**src/rtl/alu_share_arbiter.sv**
```systemverilog
// Two-requester round-robin arbiter in front of one shared N-bit ALU
// (MOV/ADD/SUB/AND/ORR/EOR with NZCV); the result is held until its owner takes it.
//
// state  | meaning
// S_IDLE | waiting for a request; grant driven combinationally from valids
// S_EXEC | captured operands go through the ALU; result/flags registered
// S_RESP | result offered to the owner until its rsp ready
module alu_share_arbiter #(
  parameter int N = 32
) (
  input  logic         clk,
  input  logic         rst_n,
  input  logic         req0_valid,
  output logic         req0_ready,
  input  logic [2:0]   req0_op,
  input  logic [N-1:0] req0_a,
  input  logic [N-1:0] req0_b,
  input  logic         req1_valid,
  output logic         req1_ready,
  input  logic [2:0]   req1_op,
  input  logic [N-1:0] req1_a,
  input  logic [N-1:0] req1_b,
  output logic         rsp0_valid,
  input  logic         rsp0_ready,
  output logic         rsp1_valid,
  input  logic         rsp1_ready,
  output logic [N-1:0] rsp_result,
  output logic [3:0]   rsp_flags,
  output logic         busy
);

  typedef enum logic [1:0] {S_IDLE, S_EXEC, S_RESP} state_t;

  state_t       state_q, state_d;
  logic         last_q, last_d;
  logic         owner_q, owner_d;
  logic [2:0]   op_q, op_d;
  logic [N-1:0] a_q, a_d;
  logic [N-1:0] b_q, b_d;
  logic [N-1:0] result_q, result_d;
  logic [3:0]   flags_q, flags_d;

  logic         gnt0, gnt1;
  logic [N:0]   sum;
  logic [N-1:0] alu_res;
  logic         alu_c, alu_v;

  // last_q holds the previous winner; on a tie the other requester wins
  always_comb begin
    gnt0 = 1'b0;
    gnt1 = 1'b0;
    if (state_q == S_IDLE) begin
      if (req0_valid && req1_valid) begin
        gnt0 = last_q;
        gnt1 = ~last_q;
      end else begin
        gnt0 = req0_valid;
        gnt1 = req1_valid;
      end
    end
  end

  always_comb begin
    sum     = '0;
    alu_res = a_q;
    alu_c   = 1'b0;
    alu_v   = 1'b0;
    case (op_q)
      3'b001: begin
        sum     = {1'b0, a_q} + {1'b0, b_q};
        alu_res = sum[N-1:0];
        alu_c   = sum[N];
        alu_v   = (a_q[N-1] == b_q[N-1]) && (alu_res[N-1] != a_q[N-1]);
      end
      3'b010: begin
        // carry out of a + ~b + 1 is the no-borrow flag
        sum     = {1'b0, a_q} + {1'b0, ~b_q} + {{N{1'b0}}, 1'b1};
        alu_res = sum[N-1:0];
        alu_c   = sum[N];
        alu_v   = (a_q[N-1] != b_q[N-1]) && (alu_res[N-1] != a_q[N-1]);
      end
      3'b011:  alu_res = a_q & b_q;
      3'b100:  alu_res = a_q | b_q;
      3'b101:  alu_res = a_q ^ b_q;
      default: alu_res = a_q;
    endcase
  end

  always_comb begin
    state_d    = state_q;
    last_d     = last_q;
    owner_d    = owner_q;
    op_d       = op_q;
    a_d        = a_q;
    b_d        = b_q;
    result_d   = result_q;
    flags_d    = flags_q;
    rsp0_valid = 1'b0;
    rsp1_valid = 1'b0;
    case (state_q)
      S_IDLE: begin
        if (gnt0 || gnt1) begin
          owner_d = gnt1;
          last_d  = gnt1;
          op_d    = gnt1 ? req1_op : req0_op;
          a_d     = gnt1 ? req1_a  : req0_a;
          b_d     = gnt1 ? req1_b  : req0_b;
          state_d = S_EXEC;
        end
      end
      S_EXEC: begin
        result_d = alu_res;
        flags_d  = {alu_res[N-1], (alu_res == '0), alu_c, alu_v};
        state_d  = S_RESP;
      end
      S_RESP: begin
        rsp0_valid = ~owner_q;
        rsp1_valid = owner_q;
        if (owner_q ? rsp1_ready : rsp0_ready) state_d = S_IDLE;
      end
      default: state_d = S_IDLE;
    endcase
  end

  always_ff @(posedge clk or negedge rst_n) begin
    if (!rst_n) begin
      state_q  <= S_IDLE;
      last_q   <= 1'b1;
      owner_q  <= 1'b0;
      op_q     <= '0;
      a_q      <= '0;
      b_q      <= '0;
      result_q <= '0;
      flags_q  <= '0;
    end else begin
      state_q  <= state_d;
      last_q   <= last_d;
      owner_q  <= owner_d;
      op_q     <= op_d;
      a_q      <= a_d;
      b_q      <= b_d;
      result_q <= result_d;
      flags_q  <= flags_d;
    end
  end

  assign req0_ready = gnt0;
  assign req1_ready = gnt1;
  assign rsp_result = result_q;
  assign rsp_flags  = flags_q;
  assign busy       = (state_q != S_IDLE);

endmodule

```
**config.mk**
```make
export PLATFORM = sky130hd
export DESIGN_NAME = alu_share_arbiter
export DESIGN_NICKNAME = d
export VERILOG_FILES = /design/src/rtl/alu_share_arbiter.sv
export SDC_FILE = /design/constraint.sdc
export NUM_CORES = 1
export LEC_CHECK = 0
export CAP_MARGIN = 30
export CORE_MARGIN = 4
export CORE_UTILIZATION = 45
export DETAILED_ROUTE_END_ITERATION = 16
export PLACE_DENSITY = 0.78
export SLEW_MARGIN = 15
export SYNTH_ARGS = -nofsm -noshare
export SYNTH_HDL_FRONTEND = slang
export SYNTH_SLANG_ARGS = --single-unit
```
**constraint.sdc**
```tcl
create_clock -name clk -period 9.9 [get_ports clk]
set_input_delay 0.99 -clock clk [delete_from_list [all_inputs] [get_ports clk]]
set_output_delay 0.99 -clock clk [all_outputs]
set_load 0.03 [all_outputs]
```
==> flow_summary.rst <==
.. list-table::
   :header-rows: 1

   * - Metric
     - Value
   * - Final setup violation count
     - 0
   * - Number of I/O pins
     - 181
   * - Clock latency reported for the late side of the worst-skew pair
     - 0.36 ns
   * - Number of failing hold endpoints at the final stage
     - 0
   * - CTS tree
     - built
   * - Vias per std cell
     - 6.32
   * - Detail-routed net length per standard cell
     - 22.0 µm
   * - Critical-path top delay cell
     - and2_1
   * - Relative slew margins
     - 0.393
   * - Count of clock tree sinks
     - 106
   * - Floorplan row count
     - 55
   * - DR DRC count
     - 0
   * - Mapped Nets
     - between 1500 and 2000
   * - DR pass1 iterations
     - 7
   * - Register-to-register setup slack
     - 5.51 ns
   * - Top-count cell post-synth
     - o21ai_0
   * - H-tree lvl count
     - 3
   * - Critical path class
     - flip-flop to flip-flop
   * - Number of hold buffers added after cts
     - 0
   * - MaxCap Viol Count
     - 0
   * - Top cell types by occurrence after synthesis
     - o21ai_0, nand2_1, dfrtp_1, a21oi_1, ha_1
   * - Cell taking the most area after synthesis
     - dfrtp_1
   * - Primary FF master, synth
     - dfrtp_1
   * - Seq cells post-synth
     - 106
   * - Initial standard-cell utilization of the core
     - 0.463
   * - Cell area after synthesis
     - about 11000 µm²
   * - Via count of the first global-routing pass
     - 10900
   * - Cell Chain, Critical Path
     - buf_4, and2_1, a21oi_1, buf_4, o221ai_1, a21oi_1, nor4_1, and4_1, nand3_1, a2111oi_2, and4_1, a32o_1
   * - Routed WL
     - 39.6 mm
   * - Cells after synthesis
     - 1371
   * - Tot GR Track Use
     - 0.295
   * - # port buffers
     - 180
   * - Max-slew violation total from the final report
     - 0
   * - Number of antenna violations at the first check in global routing
     - 0
   * - Count of cells resized by post-cts repair
     - 0
   * - Detailed-route via count
     - 11400
   * - Area growth from synthesis to layout
     - 20.6%
   * - EDFF count, synth
     - 0
   * - Shortest clock period the worst path allows after layout
     - around 4.4 ns
   * - Element type at the critical path end
     - flip-flop
   * - Filler instances
     - 2189
   * - Fraction of layout instances using a drive strength above 1
     - 0.0578
   * - Top-area cell type share of the netlist area
     - 0.248
   * - Clock buffers created by TritonCTS
     - 9
   * - Detailed router's first-iteration violation count
     - around 1200
   * - Count of different cell masters after synthesis
     - 92
   * - Maximum number of pins on one net before global-route repair
     - 72
   * - First-pass GRT wire length
     - 61.5 mm
   * - Fraction of the cycle the final worst path needs
     - 0.444
   * - Core ar.
     - between 20000 and 25000 µm²
   * - Area taken by multi-input logic gates
     - 7130 µm²
   * - Result of the run
     - completed
   * - Post-Route Skew
     - around 0.012 ns
   * - Top fanout value on the critical path
     - 69
   * - Crit-path leading delay family
     - simple AND/OR/NAND/NOR gates
   * - Area contributors post-synth
     - dfrtp_1, ha_1, o21ai_0
   * - Portion of the post-synthesis area used by sequential elements
     - 0.250
   * - HPWL after detailed placement
     - 29.2 mm
   * - Clock edge transition at the registers on the reported setup and hold paths
     - 0.08 ns
   * - Die Footprint
     - about 26000 µm²
   * - Required time at the endpoint of the critical path
     - 10.20 ns
   * - Total negative slack for setup checks
     - 0 ns
   * - Transition at the pin with the smallest max-transition slack
     - 0.888 ns
   * - Worst endpoint data arrival time
     - 4.69 ns
   * - Post-CTS setup-driven buffer insertion count
     - 0
   * - Clock root buffer
     - clkbuf_16
   * - Setup repair after global routing missed its margin
     - false
   * - Buffering stage count on the worst path with inverters included
     - 2
   * - Fraction of registers with async set/reset
     - 1.00
   * - Yosys synthesis warning count
     - 0
   * - Biggest cell delay along the critical path
     - 0.78 ns
   * - Number of nets in the layout
     - 1728
   * - Vertical die dimension
     - ~160 µm
   * - Number of antenna cells inserted
     - 0
   * - Mean area per synthesized cell
     - 7.74 µm²
   * - Total overflow reported by the global router
     - 0
   * - Fmax
     - 228 MHz
   * - Routability-driven placement congestion ratio
     - 1.01
   * - Worst min path class
     - flip-flop to flip-flop
   * - Storage cell area
     - 2660 µm²
   * - Longest Clk Path Bufs
     - 2
   * - Type of element launching the critical path
     - flip-flop
   * - Number of antenna-violating nets in the routed design
     - 0
   * - Die width
     - between 150 and 200 µm
## worst paths after layout
kind	end	start	cells after the start
hold reg to reg	rsp_result[11]	rsp_result[11]	2
setup / recovery	rsp_flags[2]	op_q[2]	12
min in group asynchronous	state_q[1]	rst_n	1
max in group asynchronous	op_q[2]	rst_n	2
setup reg to reg	rsp_flags[2]	op_q[2]	12
hold / removal	rsp_result[11]	rsp_result[11]	2
## metal layers
layer  routed length, µm  GRT usage
met1               17300      0.418
met2               17100      0.447
met3                4070     0.0661
met4                1120     0.0942
met5                   0          0
## registers in the layout, indices dropped and copies added, names as in the netlist
| signal | count |
|---|---|
| owner_q | 1 |
| b_q | 32 |
| state_q | 2 |
| last_q | 1 |
| rsp_result | 32 |
| a_q | 32 |
| op_q | 3 |
| rsp_flags | 3 |
## cells in the final DEF (no fill, tap or decap), types with 10 or more instances in the layout
cell and count:
nand2b_1 14, a211oi_1 21, ha_1 104, nand2_1 122, nor2_1 87, o211ai_1 15, o31ai_1 14, o22ai_1 24
inv_1 97, dfrtp_1 104, nand3_1 30, a221oi_1 12, o21ai_0 174, a22oi_1 69, nor2b_1 21, nor3_1 21
o221ai_1 11, clkdlybuf4s50_1 179, o21a_1 12, buf_4 22, a21o_1 10, a21oi_1 104, a31oi_1 10
## stage by stage
step,std cells,util,hold slack (ns),cell area (µm²),setup WS (ns)
floorplan,1371,-,0.484,10600,6.62
global placement,1782,0.545,0.462,12500,5.74
detailed placement,1783,0.545,0.474,12500,5.70
CTS,1799,0.558,0.493,12800,5.66
global route,1800,0.558,0.510,12800,5.24
finish,1800,0.558,0.486,12800,5.51
## cell type report
type | instances | area share
multi-input cells | 1065 | 0.558
inverters | 99 | 0.0291
flip-flops and latches | 106 | 0.208
clock inverters | 6 | 0.00401
clock buffers | 10 | 0.0179
well taps | 313 | 0.0306
repair buffers | 201 | 0.153
## logic make-up (layout without fill, tap and decap cells)
kind of cell             Yosys count  after routing  synth area share
AO/OA/AOI/OAI                    580            580             0.363
AND/OR/NAND/NOR                  356            356             0.160
buffers and inverters            200            316            0.0785
adder cells (fa/ha/maj)          106            106             0.126
flip-flops                       106            106             0.250
multiplexers                      14             14            0.0142
XOR/XNOR                           9              9           0.00743
## tightest hold or removal path, stage by stage (launching register included)
cell	delay [ns]
dfrtp_1	0.35
nand2_1	0.05
nand2_1	0.06
Power is not shown: default switching activity piles up to over one toggle a cycle in this logic, so the estimate is an artifact.
